$ cat config.mk
export PLATFORM = sky130hd
export DESIGN_NAME = enigma_step_ctrl
export DESIGN_NICKNAME = d
export VERILOG_FILES = /design/src/rtl/enigma_pkg.sv /design/src/rtl/enigma_step_logic.sv /design/src/rtl/enigma_step_ctrl.sv
export SDC_FILE = /design/constraint.sdc
export NUM_CORES = 1
export LEC_CHECK = 0
export ABC_AREA = 1
export BUFFER_PORTS_ARGS = -buffer_cell sky130_fd_sc_hd__buf_2
export CORE_ASPECT_RATIO = 0.6
export CORE_UTILIZATION = 35
export DETAILED_ROUTE_END_ITERATION = 6
export GPL_ROUTABILITY_DRIVEN = 0
export GPL_TIMING_DRIVEN = 0
export SETUP_SLACK_MARGIN = 0.1
export SYNTH_ARGS = -nofsm -noshare
export SYNTH_HDL_FRONTEND = slang
export SYNTH_SLANG_ARGS = --single-unit
export TNS_END_PERCENT = 50
$ cat constraint.sdc
create_clock -name clock -period 1.47 [get_ports clock]
set_clock_uncertainty 0.05 [all_clocks]
set_input_delay 0.0735 -clock clock [delete_from_list [all_inputs] [get_ports clock]]
set_output_delay 0.0735 -clock clock [all_outputs]
set_load 0.01 [all_outputs]
$ cat src/rtl/enigma_pkg.sv
// Shared definitions for the Enigma stepping controller.
//
// Contents:
//   letter_t     - 5-bit rotor position (0..25 = A..Z)
//   LETTERS      - alphabet size (26)
//   R_NOTCH_DEFAULT / M_NOTCH_DEFAULT - default turnover positions (V / E)
//   state_t      - controller FSM state encoding
//   letter_inc   - mod-26 increment
//   letter_wrap  - folds a 5-bit value >= 26 back into 0..5

package enigma_pkg;

    localparam int LETTERS         = 26;
    localparam int R_NOTCH_DEFAULT = 21;
    localparam int M_NOTCH_DEFAULT = 4;

    typedef logic [4:0] letter_t;

    typedef enum logic [1:0] {
        ST_IDLE   = 2'd0,
        ST_SETTLE = 2'd1,
        ST_ENCODE = 2'd2
    } state_t;

    function automatic letter_t letter_inc(input letter_t v);
        return (v == letter_t'(LETTERS - 1)) ? 5'd0 : v + 5'd1;
    endfunction

    function automatic letter_t letter_wrap(input letter_t v);
        return (v >= letter_t'(LETTERS)) ? v - letter_t'(LETTERS) : v;
    endfunction

endpackage

$ cat src/rtl/enigma_step_logic.sv
// Combinational rotor stepping: given the current positions, produces the
// positions after one keypress and a flag per rotor that advanced.
//
// Configuration macro: ENIGMA_DOUBLE_STEP_EN
//   defined   - historical double-step: a middle rotor sitting on its notch
//               advances itself and the left rotor on the next keypress.
//   undefined - pure odometer carry.
//
// Ports:
//   pos_l/m/r  in  current positions
//   nxt_l/m/r  out positions after the step
//   adv_l/m/r  out rotor advanced on this step

module enigma_step_logic
    import enigma_pkg::*;
#(
    parameter int R_NOTCH = R_NOTCH_DEFAULT,
    parameter int M_NOTCH = M_NOTCH_DEFAULT
) (
    input  letter_t pos_l,
    input  letter_t pos_m,
    input  letter_t pos_r,
    output letter_t nxt_l,
    output letter_t nxt_m,
    output letter_t nxt_r,
    output logic    adv_l,
    output logic    adv_m,
    output logic    adv_r
);

    logic r_at_notch;
    logic m_at_notch;

    assign r_at_notch = (pos_r == letter_t'(R_NOTCH));
    assign m_at_notch = (pos_m == letter_t'(M_NOTCH));

    always_comb begin
        adv_r = 1'b1;
`ifdef ENIGMA_DOUBLE_STEP_EN
        adv_m = r_at_notch | m_at_notch;
        adv_l = m_at_notch;
`else
        adv_m = r_at_notch;
        adv_l = r_at_notch & m_at_notch;
`endif
        nxt_r = letter_inc(pos_r);
        nxt_m = adv_m ? letter_inc(pos_m) : pos_m;
        nxt_l = adv_l ? letter_inc(pos_l) : pos_l;
    end

endmodule

$ cat src/rtl/enigma_step_ctrl.sv
// Stepping controller for the three-rotor Enigma datapath.
//
// Holds rotor positions, accepts keypresses and position loads, steps the
// rotors, waits SETTLE_CYCLES for the rotor/reflector path to settle and
// then strobes enc_valid for one cycle.
//
// Handshake: a request transfers on a rising clock edge where valid and
// ready are both high; requesters hold valid until then. Both ready
// outputs are high only in IDLE. A load wins over a simultaneous key.
//
// Configuration macro: ENIGMA_DOUBLE_STEP_EN (see enigma_step_logic).
//
// Ports:
//   clock, resetn           clock, async active-low reset
//   key_valid / key_ready   keypress handshake
//   set_valid / set_ready   position-load handshake, set_pos = {l, m, r}
//   pos_l/m/r               current rotor positions (0..25)
//   step_l/m/r              one-cycle pulse per rotor that advanced
//   enc_valid               one-cycle strobe, positions settled
//   key_count               accepted keys since reset or last load
//   fsm_state               current FSM state (debug)

module enigma_step_ctrl
    import enigma_pkg::*;
#(
    parameter int R_NOTCH       = R_NOTCH_DEFAULT,
    parameter int M_NOTCH       = M_NOTCH_DEFAULT,
    parameter int SETTLE_CYCLES = 2
) (
    input  logic        clock,
    input  logic        resetn,
    input  logic        key_valid,
    output logic        key_ready,
    input  logic        set_valid,
    output logic        set_ready,
    input  logic [14:0] set_pos,
    output letter_t     pos_l,
    output letter_t     pos_m,
    output letter_t     pos_r,
    output logic        step_l,
    output logic        step_m,
    output logic        step_r,
    output logic        enc_valid,
    output logic [15:0] key_count,
    output logic [1:0]  fsm_state
);

    state_t     state;
    logic [3:0] settle_cnt;

    letter_t nxt_l, nxt_m, nxt_r;
    logic    adv_l, adv_m, adv_r;

    enigma_step_logic #(
        .R_NOTCH(R_NOTCH),
        .M_NOTCH(M_NOTCH)
    ) u_step (
        .pos_l(pos_l),
        .pos_m(pos_m),
        .pos_r(pos_r),
        .nxt_l(nxt_l),
        .nxt_m(nxt_m),
        .nxt_r(nxt_r),
        .adv_l(adv_l),
        .adv_m(adv_m),
        .adv_r(adv_r)
    );

    assign fsm_state = state;

    always_ff @(posedge clock or negedge resetn) begin
        if (!resetn) begin
            state      <= ST_IDLE;
            settle_cnt <= '0;
            pos_l      <= '0;
            pos_m      <= '0;
            pos_r      <= '0;
            step_l     <= 1'b0;
            step_m     <= 1'b0;
            step_r     <= 1'b0;
            enc_valid  <= 1'b0;
            key_count  <= '0;
            key_ready  <= 1'b1;
            set_ready  <= 1'b1;
        end else begin
            // Strobes default low so each is a single-cycle pulse.
            step_l    <= 1'b0;
            step_m    <= 1'b0;
            step_r    <= 1'b0;
            enc_valid <= 1'b0;
            case (state)
                ST_IDLE: begin
                    if (set_valid) begin
                        pos_l     <= letter_wrap(set_pos[14:10]);
                        pos_m     <= letter_wrap(set_pos[9:5]);
                        pos_r     <= letter_wrap(set_pos[4:0]);
                        key_count <= '0;
                    end else if (key_valid) begin
                        pos_l      <= nxt_l;
                        pos_m      <= nxt_m;
                        pos_r      <= nxt_r;
                        step_l     <= adv_l;
                        step_m     <= adv_m;
                        step_r     <= adv_r;
                        key_count  <= key_count + 16'd1;
                        // Counts down to zero over SETTLE_CYCLES cycles.
                        settle_cnt <= 4'(SETTLE_CYCLES - 1);
                        key_ready  <= 1'b0;
                        set_ready  <= 1'b0;
                        state      <= ST_SETTLE;
                    end
                end
                ST_SETTLE: begin
                    if (settle_cnt == 4'd0) begin
                        enc_valid <= 1'b1;
                        state     <= ST_ENCODE;
                    end else begin
                        settle_cnt <= settle_cnt - 4'd1;
                    end
                end
                ST_ENCODE: begin
                    key_ready <= 1'b1;
                    set_ready <= 1'b1;
                    state     <= ST_IDLE;
                end
                default: begin
                    key_ready <= 1'b1;
                    set_ready <= 1'b1;
                    state     <= ST_IDLE;
                end
            endcase
        end
    end

endmodule
Yosys cells after proc, flatten, opt, wreduce, memory -nomap -nowiden
Cells that the tools add are included.
{ "word_totals": {"register_bits": 42, "in_bits": 19, "out_inout_bits": 39, "wordCells": 84} }
{ "op_classes": {"addsub": 8, "n_lt_le_gt_ge": 3, "n_eq_ne": 10, "n_mux": 38, "bitwise_logic": 2, "n_reduce_logical": 12} }
{ "op_table": {"columns": ["cell", "n"], "rows": [
  ["two-way mux 5 bit", 14],
  ["two-way mux 16 bit", 2],
  ["equality test 5 bit (second input constant)", 4],
  ["adder 16 x 1 -> 16 bit (second input constant)", 1],
  ["adder 5 x 1 -> 5 bit (second input constant)", 3],
  ["greater-or-equal comparator 5 bit (second input constant)", 3],
  ["subtractor 5 bit (second input constant)", 3],
  ["two-way mux 1 bit", 13],
  ["two-way mux 4 bit", 3],
  ["AND reduction 3 bit", 4],
  ["inequality test 2 bit (second input constant)", 4],
  ["case mux 4 bit (2 select lines)", 1],
  ["nonzero test 2 bit", 4],
  ["two-way mux 2 bit", 3],
  ["equality test 5 x 3 -> 1 bit (second input constant)", 1],
  ["logical NOT 4 bit", 1],
  ["case mux 2 bit (2 select lines)", 1],
  ["AND reduction 4 bit", 1],
  ["subtractor 4 x 1 -> 4 bit (second input constant)", 1],
  ["equality test 2 x 1 -> 1 bit (second input constant)", 1],
  ["logical NOT 2 bit", 1],
  ["case mux 1 bit (2 select lines)", 1],
  ["AND reduction 2 bit", 1],
  ["AND 1 bit", 1],
  ["NOT 1 bit", 1]
]} }

Depth between registers and ports, before layout
{ "logic_depth": {"ltp_word": 5, "ltp_mapped": 10} }

Hierarchy
From an unflattened synthesis, not the netlist that was laid out.
{ "hier_totals": {"cells_unflattened": 426, "area_unflattened_um2": 2882.8} }
{ "by_module_without_submodules": {"columns": ["module", "n_inst", "cells_per_inst", "area_each_um2", "seq_area_each_um2"], "rows": [
  ["enigma_step_ctrl", 1, 334, 2387.3, 1052.3],
  ["enigma_step_logic", 1, 92, 495.5, 0.0]
]} }

Worst setup path before layout
OpenSTA, ideal clock, no wires.
{ "synth_path": {"path_type": "register to register", "start": "reg pos_r[1]", "end": "reg pos_l[1]", "t_arrival_ps": 1220, "required_ps": 1299, "path_slack_ps": 79, "stages_incl_launch_ff": 8, "path_cell_list": "dfrtp_1 > inv_1 > ha_1 > nand4_1 > nand2_2 > nand3_4 > nor2_1 > a21oi_2"} }
{ "synth_via": {"elab_chain_cells": 4} }
{ "synth_lines": {"columns": ["item", "line", "source"], "rows": [
  ["start: declaration", "enigma_step_ctrl.sv:39", "output letter_t pos_r,"],
  ["start signal: assignment", "enigma_step_ctrl.sv:96", "pos_r <= letter_wrap(set_pos[4:0]);"],
  ["start signal: assignment", "enigma_step_ctrl.sv:101", "pos_r <= nxt_r;"],
  ["equality test 5 bit", "enigma_step_logic.sv:34", "assign r_at_notch = (pos_r == letter_t'(R_NOTCH));"],
  ["AND 1 bit", "enigma_step_logic.sv:44", "adv_l = r_at_notch & m_at_notch;"],
  ["nonzero test 2 bit (no source line)", null, null],
  ["AND reduction 3 bit (no source line)", null, null],
  ["end signal: assignment", "enigma_step_ctrl.sv:94", "pos_l <= letter_wrap(set_pos[14:10]);"],
  ["end signal: assignment", "enigma_step_ctrl.sv:99", "pos_l <= nxt_l;"],
  ["end: declaration", "enigma_step_ctrl.sv:37", "output letter_t pos_l,"]
]} }
Every way passes these cells.
A chain may end at the register's enable or synchronous reset.

Worst setup path in the final report
{ "layout_path": {"start": "reg pos_r[1]", "end": "reg pos_m[4]"} }
{ "layout_via": {"elab_chain_cells": 3} }
{ "layout_lines": {"columns": ["item", "line", "source"], "rows": [
  ["equality test 5 bit", "enigma_step_logic.sv:34", null],
  ["nonzero test 2 bit (no source line)", null, null],
  ["AND reduction 3 bit (no source line)", null, null],
  ["end signal: assignment", "enigma_step_ctrl.sv:95", "pos_m <= letter_wrap(set_pos[9:5]);"],
  ["end signal: assignment", "enigma_step_ctrl.sv:100", "pos_m <= nxt_m;"],
  ["end: declaration", "enigma_step_ctrl.sv:38", "output letter_t pos_m,"]
]} }
Every way passes these cells.

==> flow_summary.yaml <==
run_status:
  status: "completed"
place:
  portBuffers: 57
  hpwl_um: 5240
  placedCellCount: 554
  placed_area_um2: 3210
  place_ws_ns: -0.0816
cts:
  cts_max_path_buffers: 2
  root_buffer: "clkbuf_16"
  clk_latency_ns: 0.29
  tritoncts: "done"
  cts_sinks: 42
  cts.htree.levels: 2
  cts_buffers: 5
  clk_pin_slew_ns: 0.06
logic_synthesis:
  synth.avg_cell_area_um2: 7.11
  synth_fp_nets: 425
  netlist.area_leader.share: 0.367
  synth_cells: 393
  async_reset_ff_frac: 1.00
  synth-edff-count: 0
  synth_cell_types: 32
  syn-cell-area_um2: 2790
  ys.flop_type: "dfrtp_1"
  synth-seq-cells: 42
  netlist_top_cells_area: "dfrtp_1 (37%), nand2_1 (13%), nand3_1 (8.1%)"
  yosysTopAreaCell: "dfrtp_1"
  yosys_warnings: 0
  yosysSeqAreaShare: 0.377
routing:
  postRouteAntennaNets: 0
  avgViaCountPerCell: 4.77
  via_count: 2782
  drt_pass1_iterations: 4
  wl_per_cell_um: 12.3
  wirelength_um: 7170
  drt_iter0_markers: 119
  drc: 0
global_route:
  grt_pass1_vias: 2509
  antenna_found_initial: 0
  grt_first_pass_wirelength_um: 12300
  grt_overflow: 0
  grt_use_total: 0.184
  grt_max_degree: 43
sta:
  setup_violations: 0
  fin_ws_ns: 0.0178
  fin_crit_sh: 0.988
  fmax_ghz: 0.689
  relSlewSlack: 0.599
  tightest_slew_ns: 0.601
  rsz0062_at_grt: "true"
  period_needed_ns: 1.45
  fin_hold_ws_ns: 0.0625
  hold_violations: 0
  drv_slew: 0
setup_path:
  startpoint_type: "flop"
  path_class: "reg -> reg"
  setup.worst_path.end_class: "flop"
  crit_path_max_fanout: 5
  cp.arrival_ns: 1.58
  crit_required_ns: 1.60
cells_and_area:
  nets: 510
  area_delta_synth_final_pct: 32.9
  layout-drive-gt1-share: 0.309
  fin_cells: 583
  n_antenna_cell: 0
  final_area_um2: 3710
die:
  fp.dieW_um: 117
  dieHeight_um: 71.2
  io_pins: 58
  core.rowCount: 24
  core_um2: 7480
  die-area_um2: 8360
  start_util: 0.374
worst_hold_path:
  hp-class: "in -> reg"
power_and_ir_drop:
  irDropWorstVdd_mv: 0.723
  p_per_area_nw_per_um2: 1590
  leakage_nw: 2.01
job:
  maxCapViolations: 0
## Yosys cell counts, types with 4 or more instances
| cell type | number |
|---|---|
| a21oi_1 | 13 |
| dfrtp_1 | 41 |
| ha_1 | 13 |
| inv_1 | 59 |
| nand2_1 | 98 |
| nand2_2 | 5 |
| nand3_1 | 45 |
| nand4_1 | 9 |
| nor2_1 | 41 |
| nor2_2 | 4 |
| nor3_1 | 6 |
| o21ai_0 | 25 |
| xor2_1 | 5 |
## worst paths after layout
path / from / depth (start not counted) / slack, ns / endpoint
min in group asynchronous: resetn / 2 / 0.31 / key_count[4]$_DFFE_PN0P_
min: set_pos[3] / 3 / 0.06 / pos_r[3]$_DFFE_PN0P_
max: pos_r[1]$_DFFE_PN0P_ / 8 / 0.02 / pos_m[4]$_DFFE_PN0P_
min reg2reg: set_ready$_DFFE_PN1P_ / 2 / 0.45 / set_ready$_DFFE_PN1P_
max reg2reg: pos_r[1]$_DFFE_PN0P_ / 8 / 0.02 / pos_m[4]$_DFFE_PN0P_
max in group asynchronous: resetn / 2 / 0.63 / pos_m[1]$_DFFE_PN0P_
## stage by stage
step	TNS (ns)	total power, mW	utilization
3_3_place_gp	-0.294	4.08	0.430
3_5_place_dp	-0.453	4.14	0.430
2_1_floorplan	0	3.39	-
6_report	0	5.91	0.497
5_1_grt	-0.503	6.43	0.497
4_1_cts	0	5.78	0.468
## placed cells by master, fill, tap and decap left out, drive strengths merged
cell	n
nand2	105
buf	82
inv	63
nor2	47
nand3	46
dfrtp	41
o21ai	28
a21oi	17
ha	13
nand4	9
clkbuf	7
nor3	6
xor2	5
bufinv	2
a31oi	1
a22oi	1
nand3b	1
o21bai	1
o22ai	1
o31ai	1
dlygate4sd3	1
dfstp	1
## state kept, by name (all words and copies together), names as in the netlist, 2 cells and up
register    count
pos_m           5
fsm_state       2
settle_cnt      4
pos_r           5
pos_l           5
key_count      16
## per-layer routing
metal	wire [µm]	vias up	share of wire	track usage
met5	0	-	0	0
met4	58	0	0.0081	0.0346
met3	355	6	0.050	0.0419
met2	2840	62	0.40	0.260
li1	-	1441	-	-
met1	3910	1273	0.55	0.284
## layout make-up
cell class / instances / area [µm²]
multi-input cells: 282 / 1580
plain buffers: 6 / 58.8
clock buffers: 6 / 139
well taps: 104 / 130
fillers: 746 / 3760
inverters: 63 / 241
repair buffers: 78 / 448
clock inverters: 2 / 60.1
flip-flops and latches: 42 / 1060
## worst max-delay path, stage by stage, from the launching register on
cell and delay (ns):
dfrtp_1 0.39, inv_1 0.06, ha_1 0.15, nand4_1 0.17, nand2_2 0.18, nand2_4 0.09, buf_4 0.15, nand2_1 0.05
nand2_1 0.05
## power breakdown
| group | internal, mW | leakage, nW | switching [mW] |
|---|---|---|---|
| clock | 1.02 | 0.0971 | 0.461 |
| sequential | 1.50 | 0.531 | 0.379 |
| combinational | 1.05 | 1.38 | 1.50 |
| total | 3.57 | 2.01 | 2.34 |
## cells by family after synthesis
logic type | Yosys count | synth area share
flip-flops | 42 | 0.377
adder cells (fa/ha/maj) | 13 | 0.0582
AO/OA/AOI/OAI | 50 | 0.103
buffers and inverters | 69 | 0.103
AND/OR/NAND/NOR | 214 | 0.343
XOR/XNOR | 5 | 0.0157
## timing repair
action / in CTS / in global routing
endpoints found under the hold margin: 41 / 0
hold buffers: 1 / 0
pin swaps: 3 / 16
setup endpoints to repair: 24 / 48
gates resized for setup: 5 / 44
setup buffers: 7 / 13
No activity file was read; power rests on OpenSTA's default activity.
